<file path="src/rtl/cpu_types_pkg.sv">
// cpu_types_pkg: shared word, RAM handshake and arbiter types for the multicore memory path.
package cpu_types_pkg;
    typedef logic [31:0] word_t;
    typedef enum logic [1:0] {FREE, BUSY, ACCESS, ERROR} ramstate_t;
    typedef enum logic [1:0] {SRC_I, SRC_DR, SRC_DW} src_t;
    // ARB_ prefix keeps these labels apart from the ramstate_t BUSY label in this scope
    typedef enum logic {ARB_IDLE, ARB_BUSY} arb_state_t;
    localparam int WDOG_MIN_W = 8;
endpackage

</file>
<file path="src/rtl/mem_arbiter_rr_picker.sv">
// rr_picker: rotate-priority encoder; picks the first requester at or after i_ptr, wrapping.
module rr_picker #(
    parameter int N  = 2,
    parameter int CW = $clog2(N)
) (
    input  logic [N-1:0]  i_req,
    input  logic [CW-1:0] i_ptr,
    output logic          o_valid,
    output logic [CW-1:0] o_idx
);
    logic [CW-1:0] w_j;
    // Scan from the farthest slot back toward i_ptr so the closest requester wins last
    always_comb begin
        o_valid = |i_req;
        o_idx = '0;
        w_j = '0;
        for (int i = N - 1; i >= 0; i--) begin
            w_j = CW'((int'(i_ptr) + i) % N);
            if (i_req[w_j]) o_idx = w_j;
        end
    end
endmodule

</file>
<file path="src/rtl/mem_arbiter.sv">
// mem_arbiter: round-robin RAM arbiter for NCORES cache pairs, in-core priority dREN > dWEN > iREN.
// Optional BUSY watchdog enabled by defining MEM_ARB_WATCHDOG_EN.
module mem_arbiter
    import cpu_types_pkg::*;
#(
    parameter int NCORES     = 2,
    parameter int WDOG_LIMIT = 255,
    localparam int CW        = $clog2(NCORES)
) (
    input  logic                     CLK,
    input  logic                     RST,
    input  logic       [NCORES-1:0]  iREN,
    input  word_t      [NCORES-1:0]  iaddr,
    input  logic       [NCORES-1:0]  dREN,
    input  logic       [NCORES-1:0]  dWEN,
    input  word_t      [NCORES-1:0]  daddr,
    input  word_t      [NCORES-1:0]  dstore,
    output logic       [NCORES-1:0]  iwait,
    output logic       [NCORES-1:0]  dwait,
    output word_t      [NCORES-1:0]  iload,
    output word_t      [NCORES-1:0]  dload,
    output logic                     ramREN,
    output logic                     ramWEN,
    output word_t                    ramaddr,
    output word_t                    ramstore,
    input  word_t                    ramload,
    input  ramstate_t                ramstate,
    output logic       [CW-1:0]      owner,
    output logic                     arb_err
);
    arb_state_t    r_state, w_next;
    logic [CW-1:0] r_rr_ptr, r_owner, w_win, w_ptr_next;
    src_t          r_src, w_src;
    word_t         r_addr, r_data;
    logic [NCORES-1:0] w_req;
    logic          w_valid, w_hold, w_ack, w_timeout, w_grant, w_done, w_busy;

    assign w_req = iREN | dREN | dWEN;

    rr_picker #(.N(NCORES), .CW(CW)) u_pick (
        .i_req   (w_req),
        .i_ptr   (r_rr_ptr),
        .o_valid (w_valid),
        .o_idx   (w_win)
    );

    assign w_busy     = r_state == ARB_BUSY;
    assign w_src      = dREN[w_win] ? SRC_DR : dWEN[w_win] ? SRC_DW : SRC_I;
    assign w_hold     = r_src == SRC_DR ? dREN[r_owner] : r_src == SRC_DW ? dWEN[r_owner] : iREN[r_owner];
    // A retracted request is never acked, even if the RAM answers that same cycle
    assign w_ack      = w_busy && w_hold && ramstate == ACCESS;
    assign w_ptr_next = r_owner == CW'(NCORES - 1) ? '0 : r_owner + CW'(1);

`ifdef MEM_ARB_WATCHDOG_EN
    localparam int WW = $clog2(WDOG_LIMIT + 1) > WDOG_MIN_W ? $clog2(WDOG_LIMIT + 1) : WDOG_MIN_W;
    logic [WW-1:0] r_wdog;
    logic          r_arb_err;
    // r_wdog counts BUSY cycles already spent; it sits at 0 in IDLE so entry clears it
    assign w_timeout = w_busy && w_hold && !w_ack && r_wdog == WW'(WDOG_LIMIT - 1);
    always_ff @(posedge CLK) begin
        if (RST) begin
            r_wdog <= '0;
            r_arb_err <= 1'b0;
        end else begin
            r_wdog <= w_busy ? r_wdog + WW'(1) : '0;
            if (w_timeout) r_arb_err <= 1'b1;
        end
    end
    assign arb_err = r_arb_err;
`else
    assign w_timeout = 1'b0;
    assign arb_err   = 1'b0;
`endif

    always_comb begin
        w_next = r_state;
        w_grant = 1'b0;
        w_done = 1'b0;
        if (r_state == ARB_IDLE) begin
            w_grant = w_valid;
            w_next = w_valid ? ARB_BUSY : ARB_IDLE;
        end else begin
            w_done = w_ack || !w_hold || w_timeout;
            w_next = w_done ? ARB_IDLE : ARB_BUSY;
        end
    end

    always_ff @(posedge CLK) begin
        if (RST) begin
            r_state <= ARB_IDLE;
            r_rr_ptr <= '0;
            r_owner <= '0;
            r_src <= SRC_I;
            r_addr <= '0;
            r_data <= '0;
        end else begin
            r_state <= w_next;
            if (w_grant) begin
                r_owner <= w_win;
                r_src <= w_src;
                r_addr <= w_src == SRC_I ? iaddr[w_win] : daddr[w_win];
                r_data <= dstore[w_win];
            end
            if (w_done) r_rr_ptr <= w_ptr_next;
        end
    end

    assign ramREN   = w_busy && r_src != SRC_DW;
    assign ramWEN   = w_busy && r_src == SRC_DW;
    assign ramaddr  = w_busy ? r_addr : '0;
    assign ramstore = w_busy ? r_data : '0;
    assign owner    = r_owner;
    assign iload    = {NCORES{ramload}};
    assign dload    = {NCORES{ramload}};

    for (genvar c = 0; c < NCORES; c++) begin : g_wait
        assign iwait[c] = !(w_ack && r_owner == CW'(c) && r_src == SRC_I);
        assign dwait[c] = !(w_ack && r_owner == CW'(c) && r_src != SRC_I);
    end
endmodule

</file>
<file path="config.mk">
export PLATFORM = sky130hd
export DESIGN_NAME = mem_arbiter
export DESIGN_NICKNAME = d
export VERILOG_FILES = /design/src/rtl/cpu_types_pkg.sv /design/src/rtl/mem_arbiter_rr_picker.sv /design/src/rtl/mem_arbiter.sv
export SDC_FILE = /design/constraint.sdc
export NUM_CORES = 1
export LEC_CHECK = 0
export ABC_AREA = 1
export CAP_MARGIN = 25
export CORE_AREA = 5 5 168 170
export CTS_CLUSTER_DIAMETER = 30
export CTS_CLUSTER_SIZE = 20
export DETAILED_ROUTE_END_ITERATION = 10
export DIE_AREA = 0 0 173 175
export HOLD_SLACK_MARGIN = 0.1
export PLACE_DENSITY = 0.59
export SETUP_SLACK_MARGIN = 0.02
export SYNTH_ARGS = -nofsm -noshare
export SYNTH_HDL_FRONTEND = slang
export SYNTH_SLANG_ARGS = --single-unit
export TNS_END_PERCENT = 50
</file>
<file path="constraint.sdc">
create_clock -name CLK -period 1.5 [get_ports CLK]
set_input_delay 0.375 -clock CLK [delete_from_list [all_inputs] [get_ports CLK]]
set_output_delay 0.375 -clock CLK [all_outputs]
set_load 0.02 [all_outputs]
</file>
# Word level (Yosys, flattened, before mapping)
# Cells that the tools add are included.
[op_classes] addsub=2 n_mul=0 div=0 magnitude_cmp=4 n_eq_ne=4 shifts=0 mux=35 bitwise_logic=3 reduce_logical=20
[ops] cell="32-bit two-way mux" n=9
[ops] cell="1-bit two-way mux" n=24
[ops] cell="1-bit logical AND" n=10
[ops] cell="1-bit by 2-bit < comparator with 1-bit output, second input constant" n=4
[ops] cell="1-bit zero test" n=5
[ops] cell="2-bit == test, second input constant" n=2
[ops] cell="2-bit zero test" n=2
[ops] cell="2-bit two-way mux" n=2
[ops] cell="2-bit OR" n=2
[ops] cell="1-bit adder, second input constant" n=2
[ops] cell="2-bit by 1-bit == test with 1-bit output, second input constant" n=1
[ops] cell="2-bit inequality test, second input constant" n=1
[ops] cell="2-bit nonzero test" n=1
[ops] cell="2-bit OR reduction" n=1
[ops] cell="1-bit logical OR" n=1
[ops] cell="1-bit inverter" n=1
[word_totals] register_bits=69 latch_bits=0 ram_bits=0 mem_bits_ro=0 input_bits=234 out_inout_bits=200 elab_cells=74 mem_count=0

# Logic depth before layout (Yosys ltp)
# Gate-level depths: netlist of the first run.
[logic_depth] ltp_word=12 mapped_depth=12 depth_no_buf=11

# Cells and area by module
# A second synthesis of the first run with hierarchy kept.
[unflattened] hier_cells=925 area_unflattened_um2=5576.6
[modules_own_cells] module="mem_arbiter" n_inst=1 cells_each=921 area_per_inst_um2=5557.8 seq_area_each_um2=1381.3
[modules_own_cells] module="rr_picker" n_inst=1 cells_each=4 area_per_inst_um2=18.8 seq_area_each_um2=0.0

# Worst setup path before layout of the first run
# Ideal clock, no wire load.
[synth_timing] kind="register to output" start="register r_state" end="output ramaddr[10]" arrival_time_ns=1.269 required_time_ns=1.125 slack_ns=-0.144 path_stages_with_launch=6 path_buffers=3 cell_sequence="dfxtp_1 -> clkbuf_1 -> clkbuf_1 -> clkbuf_1 -> nand2_1 -> inv_1"
[synth_via] elab_chain_len=1
[synth_rtl] item="from (decl)" line_no="mem_arbiter.sv:31" rtl="arb_state_t r_state, w_next;"
[synth_rtl] item="from (signal assigned)" line_no="mem_arbiter.sv:97" rtl="r_state <= w_next;"
[synth_rtl] item="32-bit two-way mux" line_no="mem_arbiter.sv:110" rtl="assign ramaddr = w_busy ? r_addr : '0;"
[synth_rtl] item="to (decl)" line_no="mem_arbiter.sv:24" rtl="output word_t ramaddr,"
# No other way between the ends.

# Worst setup path in the final report of the first run
[layout_timing] start="register r_owner, in the netlist owner" end="output dwait[1]"
[layout_via] elab_chain_len=9 word_cells_on_any_way=13 cone_classes="mux (8); reduce/logical (5)"
[layout_rtl] item="from (decl)" line_no="mem_arbiter.sv:32" rtl="logic [CW-1:0] r_rr_ptr, r_owner, w_win, w_ptr_next;"
[layout_rtl] item="from (signal assigned)" line_no="mem_arbiter.sv:99" rtl="r_owner <= w_win;"
[layout_rtl] item="1-bit two-way mux (not written as such) (2 in series)" line_no="mem_arbiter.sv:49" rtl="assign w_hold = r_src == SRC_DR ? dREN[r_owner] : r_src == SRC_DW ? dWEN[r_owner] : iREN[r_owner];"
[layout_rtl] item="1-bit two-way mux (2 in series)" line_no="mem_arbiter.sv:49"
[layout_rtl] item="1-bit logical AND (2 in series)" line_no="mem_arbiter.sv:51" rtl="assign w_ack = w_busy && w_hold && ramstate == ACCESS;"
[layout_rtl] item="1-bit logical AND * (2 in series)" line_no="mem_arbiter.sv:118" rtl="assign dwait[c] = !(w_ack && r_owner == CW'(c) && r_src != SRC_I);"
[layout_rtl] item="1-bit zero test *" line_no="mem_arbiter.sv:118"
[layout_rtl] item="to (decl)" line_no="mem_arbiter.sv:19" rtl="output logic [NCORES-1:0] dwait,"
# Mark *: on every way between the ends. The rest lies on a longest branch, timed or not. The select of a mux whose other input is x is not followed.

==> results of run 1 <==
==> worst min-delay path by stage <==
stage	startpoint	end	depth (start not counted)
2_1_floorplan	r_data[0]$_SDFFE_PP0P_	r_data[0]$_SDFFE_PP0P_	2
3_3_place_gp	r_data[3]$_SDFFE_PP0P_	r_data[3]$_SDFFE_PP0P_	2
3_5_place_dp	r_data[2]$_SDFFE_PP0P_	r_data[2]$_SDFFE_PP0P_	2
4_1_cts	RST	r_src[1]$_SDFFE_PP0P_	2
5_1_grt	RST	r_src[1]$_SDFFE_PP0P_	2
6_report	RST	r_src[1]$_SDFFE_PP0P_	2
==> stage by stage <==
| step | cells | instance area (um2) | utilization | total power [uW] |
|---|---|---|---|---|
| finish | 1522 | 10600 | 0.398 | 9020 |
| global route | 1522 | 10600 | 0.398 | 9520 |
| CTS | 1492 | 9530 | 0.359 | 8310 |
| detailed placement | 1432 | 8060 | 0.303 | 5010 |
| global placement | 1432 | 8060 | 0.303 | 4980 |
| floorplan | 963 | 5670 | - | 4140 |
==> power groups by stage <==
stage          Sequential (uW)  Combinational, uW  Clock [uW]
6_report                  2290               4210        2520
4_1_cts                   2240               3470        2600
2_1_floorplan             2200               1950           0
3_3_place_gp              2220               2760           0
5_1_grt                   2320               4530        2670
3_5_place_dp              2230               2790           0
==> routing by layer <==
| metal | wire [um] | part of all wire |
|---|---|---|
| met2 | 13000 | 0.50 |
| met1 | 10700 | 0.41 |
| met5 | 0 | 0 |
| met4 | 562 | 0.021 |
| met3 | 1910 | 0.073 |
==> sequential cells by signal, indices dropped and copies added, names as in the netlist <==
name / flops
owner: 1
r_addr: 32
r_data: 32
r_rr_ptr: 1
r_src: 2
r_state: 1
==> cell usage in the layout, fill, tap and decap left out, types with 38 or more instances in the layout <==
master / synthesis / final
inv_2: 2 / 68
clkdlybuf4s50_1: 0 / 194
dfxtp_1: 69 / 64
nand2_1: 339 / 239
a21oi_1: 67 / 56
nand2_4: 0 / 65
inv_1: 142 / 72
buf_12: 0 / 39
buf_6: 1 / 96
nand2_2: 5 / 38
==> area by class of cell <==
| class | instances | area (um2) |
|---|---|---|
| fill | 2776 | 16000 |
| timing repair buffer | 388 | 4530 |
| multi-input combinational | 564 | 3320 |
| sequential | 69 | 1390 |
| inverter | 145 | 562 |
| tap | 341 | 427 |
| clock buffer | 9 | 225 |
| clock inverter | 6 | 113 |
==> cells by family after synthesis <==
kind of cell / share of synthesized area
flops: 0.244
other cells: 0.000662
simple gates: 0.273
compound gates: 0.165
buf+inv: 0.317
==> worst max-delay path: stages, from the launching register on <==
cell	delay (ns)
dfxtp_4	0.38
inv_4	0.07
nand2_2	0.05
nand3_2	0.09
nand3_2	0.09
nand2_2	0.09
nand4_1	0.15
nor2_2	0.14
nand2_1	0.08
buf_6	0.13
==> timing repair <==
item	in CTS	in global routing
gates resized for setup	598	222
endpoints found under the setup margin	138	137
setup buffers	38	28
gates cloned	8	13
pin swaps	23	72
==> metrics.cfg, run 1 <==
[placement]
pre_cts_slack_ns = -1.03
gp_congestion = 0.785
hpwl_mm = 15.7
io_buffers = 272

[critical_path]
rr_worst_depth = 11
crit_fanout = 5
crit_path_end = dwait[1]
start_kind = flip-flop
cp-startpoint = owner$_SDFFE_PP0P_
worstPathArrival_ns = 1.62
r2r_start = r_rr_ptr$_SDFFE_PP0P_
path_class = flip-flop to output port
rrSetupSlack_ns = -0.03
cp-end-kind = output port
regToRegEndpoint = r_addr[1]$_SDFFE_PP0P_
cp_data_required_time_ns = 1.12

[detailed_routing]
ant_nets = 0
drt_pass1_iterations = 5
avgViaCountPerCell = 4.25
drc = 0
avgRoutedWirePerCell_um = 17.2
wl_mm = 26.2
via_count = 6470
drt-initial-drc-count = 180

[floorplanning]
die_h_um = 175
core_area_um2 = 26600
rows = 60
initial_core_util = 0.213
dieArea_um2 = 30300
dieWidth_um = 173
io_pins = 434

[global_routing]
overflow = 0
grt_pass1_vias = 6096
grt_use_met2 = 0.242
use_met1 = 0.161
grt_usage = 0.141
gr-max-usage-layer = met2
grt_start_max_net_pins = 68
grt_pass1_wl_mm = 34.0
grt_use_met3 = 0.0524
antenna_found_initial = 0

[cells_and_area]
syn_to_final_growth_pct = 86.6
drive_gt1_frac = 0.371
layout.nets = 1411
insertedDiodeCount = 0

[cts]
insertion_delay_ns = 0.34
cts_sinks = 69
hold_buffers = 0
cts_buffers = 9
cts_tree = built
root_buffer = clkbuf_16
cts.clk_slew.worst_paths_ns = 0.06
cts_buffer_depth = 2
cts_max_level = 3

[logic_synthesis]
yosys.area.top_type = dfxtp_1
synth.top_cells.by_count = nand2_1, inv_1, buf_4, dfxtp_1, a21oi_1
ys_types = 23
synth_nets = 1197
synth_top_area_share = 0.244
ys.flop_type = dfxtp_1
synth_edf_count = 0
ys_ff_latch = 69
syn_area_per_cell_um2 = 5.88
netlist_area_um2 = 5660
synth_area_leaders = dfxtp_1, nand2_1, buf_4
yosysMostFrequentCell = nand2_1
async_flop_share = 0
synthCells = 963
ys_seq_area_frac = 0.244
yosysWarnings = 0

[power]
p_per_area_nw_per_um2 = 853
pwr-share-comb = 0.466
netSwitchingPower_uw = 3140
internal_power_uw = 5870
switching_share = 0.349
clkPwrFrac = 0.279
cellLeakagePower_uw = 0.00541
p_seq_frac = 0.255
ir_worst_vdd_mv = 0.514

[timing]
setup_tns_ns = -20.14
period_share = 1.33
setup_violations = 86
fmax_mhz = 502
fin_ws_ns = -0.492
finClkSkew_ns = 0.0102
finalHoldViolations = 0
holdWs_ns = 0.462
maxSlewViolCount = 0
rsz0062_at_grt = yes
period_minus_slack_ns = 1.99

[status]
violations = negative setup slack
outcome = finished, violations left

[worst_hold_path]
hold_class = primary input to flip-flop

[run]
cap_violations = 0

Note: power is estimated with default switching activity, not from simulation.
==> inputs of run 2 (changes only) <==
==> constraint.sdc (replaced) <==
create_clock -name CLK -period 1.5 [get_ports CLK]
set_input_delay 0.3 -clock CLK [delete_from_list [all_inputs] [get_ports CLK]]
set_output_delay 0.3 -clock CLK [all_outputs]
set_load 0.02 [all_outputs]
==> run 2 against run 1 <==
Net effect:
- the run still ends with negative setup slack left
- sequential power hardly changed
- clock power is 10% lower
- non-clock buffer count is 10 lower
- clock skew is 0.00073 ns lower
- flip-flop and latch count stayed put
- first-iteration DRC count is 5.6% higher
- wire length is 0.58% lower
- via count is 0.59% lower
- critical path depth is 1 higher
- global-route usage is 0.34 points lower
- largest cell class unchanged
==> metrics.cfg, run 2 (same netlist as run 1, synthesis figures left out) <==
[cts]
cts.clk_slew.worst_paths_ns = 0.06  ; about the same
hold_buffers = 0  ; unchanged
cts_max_level = 3  ; unchanged
root_buffer = clkbuf_16
cts_buffers = 9  ; unchanged
insertion_delay_ns = 0.34  ; about the same
cts_tree = built
cts_sinks = 69  ; unchanged
cts_buffer_depth = 2  ; unchanged

[status]
violations = negative setup slack
outcome = finished, violations left

[floorplanning]
io_pins = 434  ; unchanged
core_area_um2 = 26600  ; unchanged
rows = 60  ; unchanged
die_h_um = 175  ; unchanged
initial_core_util = 0.213  ; unchanged
dieWidth_um = 173  ; unchanged
dieArea_um2 = 30300  ; unchanged

[run]
cap_violations = 0  ; unchanged

[critical_path]
cp_data_required_time_ns = 1.20  ; +0.08 ns
cp-end-kind = output port
path_class = flip-flop to output port
worstPathArrival_ns = 1.63  ; about the same
crit_fanout = 3  ; -2
rrSetupSlack_ns = -0.42  ; -0.39 ns
start_kind = flip-flop

[timing]
fmax_mhz = 519  ; +3.5%
finalHoldViolations = 0  ; unchanged
setup_violations = 137  ; +59%
rsz0062_at_grt = yes
maxSlewViolCount = 0  ; unchanged
period_minus_slack_ns = 1.93  ; -0.0666 ns
fin_ws_ns = -0.425  ; +0.0666 ns
finClkSkew_ns = 0.00948  ; -0.000726 ns
period_share = 1.28  ; -0.0444

[placement]
gp_congestion = 0.766  ; -2.4%
pre_cts_slack_ns = -0.876  ; +0.154 ns
io_buffers = 272  ; unchanged
hpwl_mm = 15.5  ; -1.4%

[power]
p_seq_frac = 0.256  ; about the same
pwr-share-comb = 0.489  ; +0.023
p_per_area_nw_per_um2 = 836  ; -2.0%
cellLeakagePower_uw = 0.00523  ; -3.2%
switching_share = 0.358  ; +0.00953
internal_power_uw = 5690  ; -3.1%
clkPwrFrac = 0.255  ; -0.024
ir_worst_vdd_mv = 0.467  ; -9.1%
netSwitchingPower_uw = 3170  ; +0.98%

[detailed_routing]
via_count = 6432  ; -0.59%
avgViaCountPerCell = 4.25  ; about the same
avgRoutedWirePerCell_um = 17.2  ; about the same
wl_mm = 26.1  ; -0.58%
drc = 0  ; unchanged
drt-initial-drc-count = 190  ; +5.6%
ant_nets = 0  ; unchanged
drt_pass1_iterations = 4  ; -1

[cells_and_area]
reg.largest.list = r_addr: 32 flops, r_data: 32 flops, r_src: 2 flops
mostFrequentLayoutCells = nand2_1, clkdlybuf4s50_1, buf_6, inv_1, dfxtp_1
syn_to_final_growth_pct = 87.2
mostFrequentLayoutCell = nand2_1
layout.nets = 1401  ; -0.71%
final_util = 0.399  ; +0.00132
drive_gt1_frac = 0.362  ; -0.00910

[global_routing]
antenna_found_initial = 1  ; +1
grt_pass1_wl_mm = 33.4  ; -1.8%
grt_usage = 0.137  ; -0.00338
grt_start_max_net_pins = 65  ; -4.4%
overflow = 0  ; unchanged
grt_pass1_vias = 6118  ; +0.36%

[worst_hold_path]
hold_class = primary input to flip-flop

## run 2: changes by cell type in the layout (fill, tap and decap cells not counted), moves of 7 or more
cell      change
nand2_4      -30
nand2_1      +27
o21ai_2      +14
a21oi_1      -13
a21oi_2      +13
o21ai_0      -12
inv_2        -11
inv_1        +10
buf_12        -9
nand3_4       +9
nand3_2       -8
o21bai_1      -7
o21bai_4      +7
## run 2: final cells by class
type	count	area [um2]
inverters	145	572
clock inverters	6	71.3
well taps	341	427
diodes	1	2.50
clock buffers	10	239
multi-input cells	564	3360
repair buffers	378	4530
fillers	2743	16000
flip-flops and latches	69	1400
## run 2: final timing paths
kind / startpoint / to / cells past startpoint
max: r_src[0]$_SDFFE_PP0P_ / dwait[1] / 10
min: RST / r_addr[30]$_SDFFE_PP0P_ / 2
max reg2reg: owner$_SDFFE_PP0P_ / r_rr_ptr$_SDFFE_PP0P_ / 13
min reg2reg: r_data[7]$_SDFFE_PP0P_ / r_data[7]$_SDFFE_PP0P_ / 2
## run 2: worst max-delay path, stage by stage (launching register included)
cell and delay [ns]:
dfxtp_4 0.37, inv_4 0.05, nand2_4 0.08, inv_4 0.05, nand3_2 0.06, nand3_2 0.06, nand2_2 0.09, nand4_1 0.16
nor2_2 0.15, nand2_1 0.08, buf_6 0.13
## run 2: per-layer routing
metal  up-vias  wire [um]  GRT usage
met5         -          0          0
met4         0        527     0.0379
met3        51       2410     0.0580
met2       273      12700      0.241
met1      2901      10400      0.153
li1       3207          -          -
## run 2: timing repair
| action | 4_1_cts | 5_1_grt |
|---|---|---|
| gates cloned | 7 | 19 |
| buffers inserted | 30 | 21 |
| hold endpoints to repair | 0 | 0 |
| pin swaps | 27 | 71 |
| gates resized for setup | 551 | 245 |
| setup endpoints to repair | 138 | 139 |
## run 2: stage by stage
stage	setup TNS (ns)	power, uW	std cells	hold slack (ns)	area [um2]
after floorplan	0	4140	963	0.444	5670
after global placement	-52.74	4960	1427	0.448	8010
final	-14.97	8860	1514	0.400	10600
after CTS	-23.08	7890	1479	0.375	9190
after global routing	-23.16	9370	1514	0.410	10600
after detailed placement	-54.44	4980	1427	0.454	8010
## run 2: power by group through the flow
stage / Clock (uW) / Sequential (uW) / Combinational, uW
after global routing: 2420 / 2290 / 4650
after global placement: 0 / 2220 / 2740
after detailed placement: 0 / 2230 / 2750
final: 2260 / 2270 / 4330
after floorplan: 0 / 2200 / 1950
after CTS: 2360 / 2220 / 3300
